==> src/rtl/rdma_sq_credit_sched_pkg.sv <==
// Shared constants and types for the RDMA send-queue credit scheduler and its picker.
package rdma_sq_credit_sched_pkg;

  localparam int unsigned N_REGIONS       = 4;
  localparam int unsigned N_REGIONS_BITS  = (N_REGIONS > 1) ? $clog2(N_REGIONS) : 1;
  localparam int unsigned RDMA_SQ_MAX_OUT = 16;
  localparam int unsigned RDMA_SQ_CNT_W   = $clog2(RDMA_SQ_MAX_OUT + 1);

  typedef enum logic {
    ST_EMPTY = 1'b0,
    ST_FULL  = 1'b1
  } sq_state_e;

endpackage

==> src/rtl/rdma_sq_rr_pick.sv <==
// Combinational rotate-priority picker: first set elig bit at or above rr_ptr, wrapping.
module rdma_sq_rr_pick
  import rdma_sq_credit_sched_pkg::*;
#(
  parameter int unsigned N_REQ = N_REGIONS,
  parameter int unsigned IDX_W = N_REGIONS_BITS
) (
  input  logic [N_REQ-1:0] elig_i,
  input  logic [IDX_W-1:0] rr_ptr_i,
  output logic             found_c,
  output logic [IDX_W-1:0] pick_c
);

  localparam int unsigned SUM_W = IDX_W + 1;

  logic [N_REQ-1:0] rot_c;
  logic [SUM_W-1:0] sum_c;

  // Rotate so bit 0 is rr_ptr, take the lowest set bit, then map the offset back.
  always_comb begin
    rot_c   = N_REQ'({elig_i, elig_i} >> rr_ptr_i);
    found_c = 1'b0;
    sum_c   = SUM_W'(rr_ptr_i);
    for (int k = int'(N_REQ) - 1; k >= 0; k--) begin
      if (rot_c[k]) begin
        found_c = 1'b1;
        sum_c   = SUM_W'(rr_ptr_i) + SUM_W'(k);
      end
    end
    if (sum_c >= SUM_W'(N_REQ)) begin
      sum_c = sum_c - SUM_W'(N_REQ);
    end
    pick_c = IDX_W'(sum_c);
  end

endmodule

==> src/rtl/rdma_sq_credit_sched.sv <==
// Credit-gated round-robin scheduler from per-region SQ requesters onto the single stack SQ port.
// Each region is capped in un-ACKed requests; ACKs from the stack return the credits.
module rdma_sq_credit_sched
  import rdma_sq_credit_sched_pkg::*;
#(
  parameter int unsigned N_REQ   = N_REGIONS,
  parameter int unsigned REQ_W   = 256,
  parameter int unsigned MAX_OUT = RDMA_SQ_MAX_OUT,
  parameter int unsigned CNT_W   = $clog2(MAX_OUT + 1),
  parameter int unsigned VFID_W  = N_REGIONS_BITS
) (
  input  logic                   aclk,
  input  logic                   aresetn,
  input  logic [N_REQ-1:0]       s_sq_valid,
  output logic [N_REQ-1:0]       s_sq_ready,
  input  logic [N_REQ*REQ_W-1:0] s_sq_data,
  output logic                   m_sq_valid,
  input  logic                   m_sq_ready,
  output logic [REQ_W-1:0]       m_sq_data,
  output logic [VFID_W-1:0]      m_sq_vfid,
  input  logic                   s_ack_valid,
  input  logic [VFID_W-1:0]      s_ack_vfid,
  input  logic [CNT_W-1:0]       cfg_max_out,
  output logic                   err_ack_underflow,
  output logic [N_REQ-1:0]       stat_busy
);

  localparam int unsigned SUM_W = VFID_W + 1;

  sq_state_e         state_q, state_d;
  logic [VFID_W-1:0] rr_q, rr_d;
  logic [VFID_W-1:0] vfid_q, vfid_d;
  logic [REQ_W-1:0]  data_q, data_d;
  logic [CNT_W-1:0]  cnt_q [N_REQ];
  logic [CNT_W-1:0]  cnt_d [N_REQ];
  logic              err_q, err_d;
  logic [N_REQ-1:0]  busy_q, busy_d;

  logic [CNT_W-1:0]  limit_c;
  logic [N_REQ-1:0]  elig_c, inc_c, dec_c;
  logic              found_c, load_c, grant_c;
  logic [VFID_W-1:0] pick_c;
  logic [REQ_W-1:0]  sel_data_c;
  logic [SUM_W-1:0]  rr_sum_c;

  // Effective per-region limit and eligibility; cfg above the hard ceiling saturates.
  always_comb begin
    limit_c = (cfg_max_out > CNT_W'(MAX_OUT)) ? CNT_W'(MAX_OUT) : cfg_max_out;
    for (int i = 0; i < int'(N_REQ); i++) begin
      elig_c[i] = s_sq_valid[i] && (cnt_q[i] < limit_c);
    end
  end

  rdma_sq_rr_pick #(
    .N_REQ (N_REQ),
    .IDX_W (VFID_W)
  ) u_pick (
    .elig_i   (elig_c),
    .rr_ptr_i (rr_q),
    .found_c  (found_c),
    .pick_c   (pick_c)
  );

  assign load_c  = (state_q == ST_EMPTY) || (m_sq_valid && m_sq_ready);
  assign grant_c = load_c && found_c;

  // Per-region grant/ACK strobes and the granted data word.
  always_comb begin
    sel_data_c = '0;
    for (int i = 0; i < int'(N_REQ); i++) begin
      inc_c[i] = grant_c && (pick_c == VFID_W'(i));
      dec_c[i] = s_ack_valid && (s_ack_vfid == VFID_W'(i)) && (cnt_q[i] != '0);
      if (pick_c == VFID_W'(i)) begin
        sel_data_c = s_sq_data[i*REQ_W +: REQ_W];
      end
    end
  end

  assign rr_sum_c = SUM_W'(pick_c) + SUM_W'(1);

  always_comb begin
    state_d = state_q;
    rr_d    = rr_q;
    vfid_d  = vfid_q;
    data_d  = data_q;
    cnt_d   = cnt_q;
    busy_d  = '0;
    // An ACK that releases no credit (idle region or out-of-range vfid) is an error.
    err_d   = err_q || (s_ack_valid && !(|dec_c));
    if (load_c) begin
      if (found_c) begin
        state_d = ST_FULL;
        data_d  = sel_data_c;
        vfid_d  = pick_c;
        rr_d    = (rr_sum_c >= SUM_W'(N_REQ)) ? '0 : VFID_W'(rr_sum_c);
      end else begin
        state_d = ST_EMPTY;
      end
    end
    for (int i = 0; i < int'(N_REQ); i++) begin
      if (inc_c[i] && !dec_c[i]) begin
        cnt_d[i] = cnt_q[i] + CNT_W'(1);
      end else if (!inc_c[i] && dec_c[i]) begin
        cnt_d[i] = cnt_q[i] - CNT_W'(1);
      end
      busy_d[i] = (cnt_d[i] != '0);
    end
  end

  always_ff @(posedge aclk or negedge aresetn) begin
    if (!aresetn) begin
      state_q <= ST_EMPTY;
      rr_q    <= '0;
      vfid_q  <= '0;
      data_q  <= '0;
      err_q   <= 1'b0;
      busy_q  <= '0;
      for (int i = 0; i < int'(N_REQ); i++) begin
        cnt_q[i] <= '0;
      end
    end else begin
      state_q <= state_d;
      rr_q    <= rr_d;
      vfid_q  <= vfid_d;
      data_q  <= data_d;
      err_q   <= err_d;
      busy_q  <= busy_d;
      cnt_q   <= cnt_d;
    end
  end

  // Ready is gated by reset so nothing handshakes while the block is held in reset.
  assign s_sq_ready        = aresetn ? inc_c : '0;
  assign m_sq_valid        = (state_q == ST_FULL);
  assign m_sq_data         = data_q;
  assign m_sq_vfid         = vfid_q;
  assign err_ack_underflow = err_q;
  assign stat_busy         = busy_q;

endmodule

==> config.mk <==
export PLATFORM = sky130hd
export DESIGN_NAME = rdma_sq_credit_sched
export DESIGN_NICKNAME = d
export VERILOG_FILES = /design/src/rtl/rdma_sq_credit_sched_pkg.sv /design/src/rtl/rdma_sq_rr_pick.sv /design/src/rtl/rdma_sq_credit_sched.sv
export SDC_FILE = /design/constraint.sdc
export NUM_CORES = 1
export LEC_CHECK = 0
export CORE_AREA = 4 4 508 510
export DETAILED_ROUTE_END_ITERATION = 12
export DIE_AREA = 0 0 512 514
export SLEW_MARGIN = 20
export SYNTH_ARGS = -nofsm -noshare
export SYNTH_HDL_FRONTEND = slang
export SYNTH_SLANG_ARGS = --single-unit
==> constraint.sdc <==
create_clock -name aclk -period 6.8 [get_ports aclk]
set_clock_uncertainty 0.1 [all_clocks]
set_input_delay 1.36 -clock aclk [delete_from_list [all_inputs] [get_ports aclk]]
set_output_delay 1.36 -clock aclk [all_outputs]
set_load 0.01 [all_outputs]
==> results of run 1 <==
==> cells in the mapped netlist, types with 2 or more instances <==
cell	n	area, sq um
sky130_fd_sc_hd__nor4b_1	2	17.5
sky130_fd_sc_hd__a211oi_1	2	15.0
sky130_fd_sc_hd__o22ai_1	3	18.8
sky130_fd_sc_hd__xor2_1	6	52.6
sky130_fd_sc_hd__inv_1	13	48.8
sky130_fd_sc_hd__dfrtp_1	286	7160
sky130_fd_sc_hd__a21oi_1	519	2600
sky130_fd_sc_hd__o22a_1	2	17.5
sky130_fd_sc_hd__or4_1	5	37.5
sky130_fd_sc_hd__buf_2	22	110
sky130_fd_sc_hd__o31ai_1	3	22.5
sky130_fd_sc_hd__nand4_1	9	56.3
sky130_fd_sc_hd__o211ai_1	2	15.0
sky130_fd_sc_hd__a22oi_1	257	1930
sky130_fd_sc_hd__nor3b_1	3	22.5
sky130_fd_sc_hd__nand3b_1	2	15.0
sky130_fd_sc_hd__mux2i_1	10	100
sky130_fd_sc_hd__nand2_1	286	1070
sky130_fd_sc_hd__nor2_1	529	1990
sky130_fd_sc_hd__o21ai_1	2	10.0
sky130_fd_sc_hd__o21ai_0	265	1330
sky130_fd_sc_hd__or3_1	2	12.5
sky130_fd_sc_hd__o211ai_4	3	63.8
sky130_fd_sc_hd__and3_1	6	37.5
sky130_fd_sc_hd__ha_1	28	350
sky130_fd_sc_hd__xnor2_1	10	87.6
sky130_fd_sc_hd__nand2b_1	4	25.0
sky130_fd_sc_hd__mux2_2	2	22.5
sky130_fd_sc_hd__a31oi_1	4	25.0
sky130_fd_sc_hd__buf_1	47	176
sky130_fd_sc_hd__clkbuf_1	163	612
sky130_fd_sc_hd__a21o_1	4	30.0
sky130_fd_sc_hd__or2_2	2	12.5
sky130_fd_sc_hd__a41o_1	2	20.0
sky130_fd_sc_hd__nor3_1	9	45.0
sky130_fd_sc_hd__and2_1	3	18.8
sky130_fd_sc_hd__nand3_1	6	30.0
==> logic make-up after synthesis <==
kind of cell / count (synthesis)
DFF: 286
buffers and inverters: 246
AOI/OAI and AO/OA: 1085
muxes: 12
xor gates and xnor gates: 16
and+or+nand+nor: 871
adders and majority gates: 29
==> cell type report <==
cell class                 instances  share of cell area (%)
sequential                       286                    19.0
tap                             3366                    11.2
timing repair buffer            1409                    37.5
clock inverter                    21                   0.778
multi-input combinational       2013                    27.5
antenna                           59                   0.392
clock buffer                      61                    3.50
inverter                          14                   0.140
==> metal layers <==
metal / routed length (um) / share of wire, %
met1: 81700 / 36
met2: 105000 / 46
met3: 31800 / 14
met4: 9200 / 4.0
met5: 1440 / 0.63
==> worst max-delay path, delay by kind of cell <==
kind                     cells  cell delay, ns
buffers and inverters        3            1.41
AO/OA/AOI/OAI                4            1.20
adder cells (fa/ha/maj)      2            0.53
AND/OR/NAND/NOR              3            0.60
==> final timing paths <==
kind,from,to,slack [ns]
setup / recovery,cfg_max_out[4],s_sq_ready[1],0.22
hold / removal,m_sq_data[28],m_sq_data[28],0.38
setup reg to reg,cnt_q[14],m_sq_data[141],2.17
hold reg to reg,m_sq_data[28],m_sq_data[28],0.38
max in group asynchronous,aresetn,m_sq_data[52],4.07
min in group asynchronous,aresetn,m_sq_data[225],0.54
==> through the flow <==
step | total power (uW) | hold slack [ns] | std cells | utilization (%)
floorplan | 9650 | 0.395 | 2545 | -
global placement | 16100 | 0.360 | 7088 | 14.2
detailed placement | 16200 | 0.370 | 7088 | 14.2
CTS | 19100 | 0.382 | 7170 | 14.8
global route | 20200 | 0.403 | 7194 | 14.8
finish | 18700 | 0.375 | 7229 | 14.9
==> power groups by stage <==
stage | combinational (uW) | sequential, uW | clock (uW)
finish | 13000 | 2980 | 2650
global route | 14400 | 3060 | 2820
CTS | 13300 | 2970 | 2790
detailed placement | 13200 | 2990 | 0
global placement | 13100 | 2960 | 0
floorplan | 6510 | 3150 | 0
==> registers in the layout (all words and copies together) (netlist names) <==
register,flops
m_sq_data,256
cnt_q,20
stat_busy,4
m_sq_vfid,2
rr_q,2
err_ack_underflow,1
m_sq_valid,1
==> results list, run 1 <==
- Boundary Pins: 1307
- Setup slack of the critical path after layout: between 0.2 and 0.25 ns
* Final setup violation count: 0
- Switch Pwr: 9710 uW
* Worst-case reg-to-reg path depth: 18
- The multi-input combinational cells in the finished layout cover a total of between 10000 and 15000 sq um.
- Arithmetic-cell share of the synthesized area counting full adders, half adders and majority gates: under 10%
* Number of nets in the layout: between 4000 and 5000
- Synthesis handed over a netlist of approximately 2500 instances.
- The share of the Yosys chip area taken by registers is roughly 40%.
* Total number of clock tree sinks: between 200 and 300
- Counting flops with an async set or reset pin after synthesis yields a share of between 90% and 100%.
- Type of the tightest min-delay check: flip-flop to flip-flop
* Final Max Tran Viols: 0
- Yosys printed 0 warnings.
- The placed instances occupy a cell area of between 30000 and 40000 sq um.
- Mean post-synth cell area: ~7.2 sq um
- Main flop type after synthesis: sky130_fd_sc_hd__dfrtp_1
- Final critical delay including setup and external delays: approximately 6.6 ns
- Final wirelength: 229000 um
- Of the total synthesized cell area, the portion taken by XOR and XNOR cells is 0.762%.
* Number of synthesized flops with an enable pin: 0
- Area of the mapped netlist: between 15000 and 20000 sq um
- Total DRC errors in the routed layout: 0
- Post_cts resized: 0
- Largest voltage drop on the vdd net: between 0.3 and 0.4 mV
- Die span in y: 514 um
* Share of final-layout standard cells stronger than drive strength 1: 5.31%
* CP Data Required Time: about 5.3 ns
* Setup repair after global routing missed its margin: no
* Number of distinct standard cells referenced by the synthesized netlist: between 50 and 60
- Clock insertion delay at the later pin of the skew report: between 0.6 and 0.7 ns
- Simple-gate share of the synthesized area: 18.5%
- Share of total power in combinational logic: between 60% and 70%
- Worst Max-Slew Pin Slew: approximately 1 ns
- Arr. time, crit path: 5.12 ns
- Compared with the post-synthesis result, the final layout area differs by 105%.
- The number of global-route vias before repair was approximately 25000.
- Measured against the total synthesized area, the mux share comes to less than 1%.
- Critical path cell sequence: clkdlybuf4s50_1, inv_1, nand2_1, ha_1, nand4_1, o22ai_1, o22a_1, o22a_1, o221a_2, ha_4, and3_1, clkdlybuf4s50_1
- Buffers inserted during clock tree synthesis total 47.
* First-pass GRT wire length: approximately 280000 um
- Worst setup path category: input pin to output port
- Number of levels in the clock H-tree: 2
* M3 GR Usage: under 10%
- The worst hold path was traced through 2 stages.
- The slowest stage of the critical path is the sky130_fd_sc_hd__clkdlybuf4s50_1 cell.
* Slowest Stage Delay on Critical Path: ~0.63 ns
- The run finished with clean final reports.
- Post-route cell area: between 30000 and 40000 sq um
- In this run switching power makes up around 52% of total power.
- The cell sitting at the root of the clock tree is a sky130_fd_sc_hd__clkbuf_16.
- The number of antenna violations at the first check in global routing came to a little over 300.
* Count of routing violations after the opening detailed-route iteration: roughly 1900
- Number of endpoints with negative hold slack in the final report: 0
* DIE AREA: 263000 sq um
- The worst setup path is captured at an output port.
- After global routing the overflow that remains totals 0.
- The longest clock path from root to sink contains 3 buffers.
* Most common cell after layout, fill and taps aside: sky130_fd_sc_hd__clkdlybuf4s50_1
- Final weighted congestion in routability-driven placement: ~0.96
* Setup bufs post-CTS: 0
- Most crowded layer after global routing: met2
* Grt met1 use: approximately 17%
* Proportion of power drawn by the clock network: roughly 14%
- TritonCTS clock tree: yes
- Core area: between 200000 and 300000 sq um
- Across the whole layout, storage elements account for 7160 sq um.
* Global routing met2 resource utilization: 27.7%
- Power per cell area: around 500 nW/um^2
* Antenna-violating nets left: 0
- In this run the worst path has a maximum fanout of 9.
* Placed wire-length estimate: approximately 200000 um
- Counting flops and latches in the post-synthesis netlist gives approximately 290.
- Setup tns final: 0 ns
- Largest family of logic cells by synthesized area: compound AO/OA/AOI/OAI gates
- Cell Rows: 185
* Fraction of the cycle the final worst path needs: between 90% and 100%
* F_max: 152 MHz
* Commonest cells after routing, fill and taps aside: sky130_fd_sc_hd__clkdlybuf4s50_1, sky130_fd_sc_hd__nor2_1, sky130_fd_sc_hd__a21oi_1, sky130_fd_sc_hd__nand2_1, sky130_fd_sc_hd__dfrtp_1
* Routed via count: about 26000
- Port bufs: 1306
- Hold repair after CTS inserted 0 buffers.
- Leakage power total: about 0.014 uW
* Routed vias/inst: 3.63
- Wirelength per Cell: between 30 and 40 um
- Measured along the x axis, the die boundary spans a little over 500 um.
- Post-Synthesis Net Count: 3612
* Max-slew headroom at the worst pin: 32.6%
* Number of max-cap violations: 0
- Worst setup timing slack at the placement stage: between 0.2 and 0.3 ns
* Largest net degree at the start of global routing: 177
- Fill cells: roughly 29000
- Before antenna repair, the detailed router went through 7 iterations.
* Internal power: between 8000 and 9000 uW
- Sequential cells account for about 16% of the total power.
- All-Layer GR Usage: around 17%
- Compound-gate portion of the synthesized area: about a third
* Starting utilization of the core area: around 7.3%
* Clock-pin slew on the worst setup and hold paths: around 0.05 ns
* Sort of element at the start of the critical path: input pin
No activity file was read; power rests on OpenSTA's default activity.
==> inputs of run 2 (changes only) <==
Settings changed: REMOVE_ABC_BUFFERS set to 1.
==> results list, run 2 (synthesized netlist as in run 1, its figures left out) <==
- Status: completed
- The internal power of the cells totals ~9000 uW.
* Design Power: roughly 19000 uW
- Part of the power in registers: between 10% and 20%
- Across all register-to-register paths, the minimum setup slack is roughly 1.9 ns.
* Proportion of power drawn by the clock network: between 10% and 20%
- Setup repair after global routing left no endpoint under its margin.
* Worst-case reg-to-reg path depth: 18
- The worst hold path passes through 2 cells.
* Leakage power total: 0.0139 uW
* Area growth from synthesis to layout: 104%
- The routed design has about 230000 um of wire.
* Number of clock buffers inserted by TritonCTS: 48
- Final Core Density: about 15%
- The floorplan has about 190 rows.
* Final Max Tran Viols: 0
- Of the total power, the share spent switching nets is a little over half.
* Count of buffer and inverter cells on the critical path: 4
* Switch Pwr: slightly above 10000 uW
* Number of endpoints with negative hold slack in the final report: 0
- Setup violations remaining at the end of the flow were counted as 0.
* TritonCTS clock tree: yes
* Cell at the slowest stage of the critical path: sky130_fd_sc_hd__clkdlybuf4s50_1
- Sort of element at the start of the critical path: input pin
* Number of nets in the layout: between 4000 and 5000
- The number of global-route vias before repair was roughly 25000.
* Logic depth of the worst path, buffers included: 14
* Max-slew headroom at the worst pin: about 36%
* Clock tree buffer depth: 3
- In the routed layout, each cell is associated on average with a via count of 3.64.
* Antenna violations before repair: ~320
- The filler cells instantiated in the layout total around 29000.
* Final weighted congestion in routability-driven placement: 0.958
- In this run the most critical hold path is launched from m_sq_data[61].
* Largest net degree at the start of global routing: roughly 140
- The multi-input combinational cells in the finished layout cover a total of 10300 sq um.
* Boundary Pins: between 1000 and 1500
* Launching point of the worst reg2reg path: cnt_q[7]
- STA puts the critical path data required time at around 5.3 ns.
* Count of routing violations after the opening detailed-route iteration: 2178
- Among the stages of the critical path, the cell type that occurs most often is sky130_fd_sc_hd__clkdlybuf4s50_1.
- During placement, the flow inserted port buffers numbering about 1300.
- After clock tree synthesis, the clock-pin slew on the worst setup and hold paths is 0.06 ns.
- In this run, the combinational gates consume 70.9% of the power.
* Starting utilization of the core area: just over 7%
* Power per cell area: 505 nW/um^2
- Detailed-router iteration count before antenna repair: 5
* Critical path endpoint category: output port
* Worst setup path category: input pin to output port
* Share of final-layout standard cells stronger than drive strength 1: between 5 and 6%
* Delay-heaviest family, CP: buffers and inverters
* Setup tns final: 0 ns
* All-Layer GR Usage: ~17%
- Overflow left after global routing: 0
- The register with the most flip-flops in the layout has ~260 of them.
- The worst-case IR drop observed on VDD is 0.343 mV.
* Capture endpoint of the worst hold path: m_sq_data[61]
- After detailed routing, the number of remaining DRC violations is 0.
* Type of the tightest min-delay check: flip-flop to flip-flop
* Core area: 253000 sq um
- Maximum fanout along the worst path: 9
- Clock insertion delay at the later pin of the skew report: 0.66 ns
- The library cell used most frequently in the layout, excluding fill and tap cells, is sky130_fd_sc_hd__clkdlybuf4s50_1.
* Routed via count: between 20000 and 30000
* Commonest cells after routing, fill and taps aside: sky130_fd_sc_hd__clkdlybuf4s50_1, sky130_fd_sc_hd__nor2_1, sky130_fd_sc_hd__a21oi_1, sky130_fd_sc_hd__nand2_1, sky130_fd_sc_hd__dfrtp_1
- Die span in y: just over 500 um
- In this run the horizontal extent of the chip is 512 um.
- Number of max-cap violations: 0
- First-pass GRT wire length: approximately 290000 um
- F_max: around 150 MHz
- Number of hold buffers added after CTS: 0
- Fraction of the cycle the final worst path needs: a little over nine tenths
- At the worst endpoint, the arrival time is 5.05 ns.
- FF-to-FF End: m_sq_data[0]
* Wirelength per Cell: ~32 um
- Area of all sequential standard cells: roughly 7200 sq um
- Worst Max-Slew Pin Slew: approximately 0.96 ns
- Final critical delay including setup and external delays: ~6.5 ns
* Slowest Stage Delay on Critical Path: just under 0.6 ns
* Critical path cell sequence: clkdlybuf4s50_1, inv_2, nand2_1, ha_1, a21oi_1, o22ai_1, or2_2, nor3b_1, a21o_1, o31ai_1, buf_4, ha_4, and3_1, clkdlybuf4s50_1
* Total number of clock tree sinks: around 290
* Number of levels in the clock H-tree: 2
- Clock root buffer: sky130_fd_sc_hd__clkbuf_16
* Placed wire-length estimate: 202000 um
- The die covers between 200000 and 300000 sq um.
* Antenna-violating nets left: 0
## run 2: cell types whose count changed in the layout (fill, tap and decap cells not counted), moves of 2 or more
cell | previous run | this run
sky130_fd_sc_hd__buf_4 | 83 | 89
sky130_fd_sc_hd__clkbuf_1 | 5 | 10
sky130_fd_sc_hd__clkbuf_8 | 9 | 5
sky130_fd_sc_hd__bufinv_16 | 4 | 1
sky130_fd_sc_hd__clkinv_2 | 7 | 10
sky130_fd_sc_hd__clkinv_8 | 0 | 3
sky130_fd_sc_hd__clkinv_16 | 2 | 0
## run 2: how the worst max path moves through the flow
| stage | from | endpoint | slack, ns |
|---|---|---|---|
| after CTS | cfg_max_out[4] | s_sq_ready[2] | 0.12 |
| after detailed placement | cfg_max_out[4] | m_sq_data[0] | -0.32 |
| after global routing | cfg_max_out[4] | s_sq_ready[2] | 0.06 |
| after floorplan | cfg_max_out[4] | m_sq_data[0] | -14.16 |
| final | cfg_max_out[4] | s_sq_ready[2] | 0.29 |
| after global placement | cfg_max_out[4] | m_sq_data[0] | -0.21 |
## run 2: power groups by stage
stage               Clock, uW  Sequential (uW)  Combinational, uW
floorplan                   0             3140               5290
global placement            0             3010              13600
detailed placement          0             3020              13600
CTS                      2660             3010              13700
global route             2670             3090              14800
finish                   2500             3020              13500
## run 2: final cells by class
cell class              count  area share (%)
well taps                3366            11.2
inverters                  14           0.140
multi-input cells        2013            27.5
diodes                     60           0.400
clock inverters            20           0.476
flip-flops and latches    286            19.0
repair buffers           1416            37.7
clock buffers              63            3.48
## run 2: per-layer routing
layer | track usage, % | wire length, um
met1 | 18.8 | 88300
met3 | 9.79 | 31200
met5 | 0 | 1420
met4 | 5.47 | 10200
met2 | 26.4 | 100000
## run 2: timing repair
action                                  CTS  global route
resized for setup                         0             2
endpoints found under the setup margin    0             2
buffers inserted                          0             0
## run 2: worst register-to-register path, delay by kind of cell (launching register included)
family | cells | cell delay (ns)
and+or+nand+nor | 4 | 0.60
adders and majority gates | 2 | 0.60
buffers and inverters | 4 | 0.79
DFF | 1 | 0.47
AOI/OAI and AO/OA | 8 | 2.17
## run 2: metrics by stage
| stage | area (sq um) | hold slack (ns) | instances | setup slack, ns |
|---|---|---|---|---|
| final | 37600 | 0.377 | 7238 | 0.293 |
| after CTS | 37400 | 0.382 | 7178 | 0.116 |
| after floorplan | 17500 | 0.395 | 2313 | -14.16 |
| after global placement | 35900 | 0.362 | 7095 | -0.207 |
| after detailed placement | 35900 | 0.362 | 7095 | -0.322 |
| after global routing | 37500 | 0.401 | 7211 | 0.0578 |
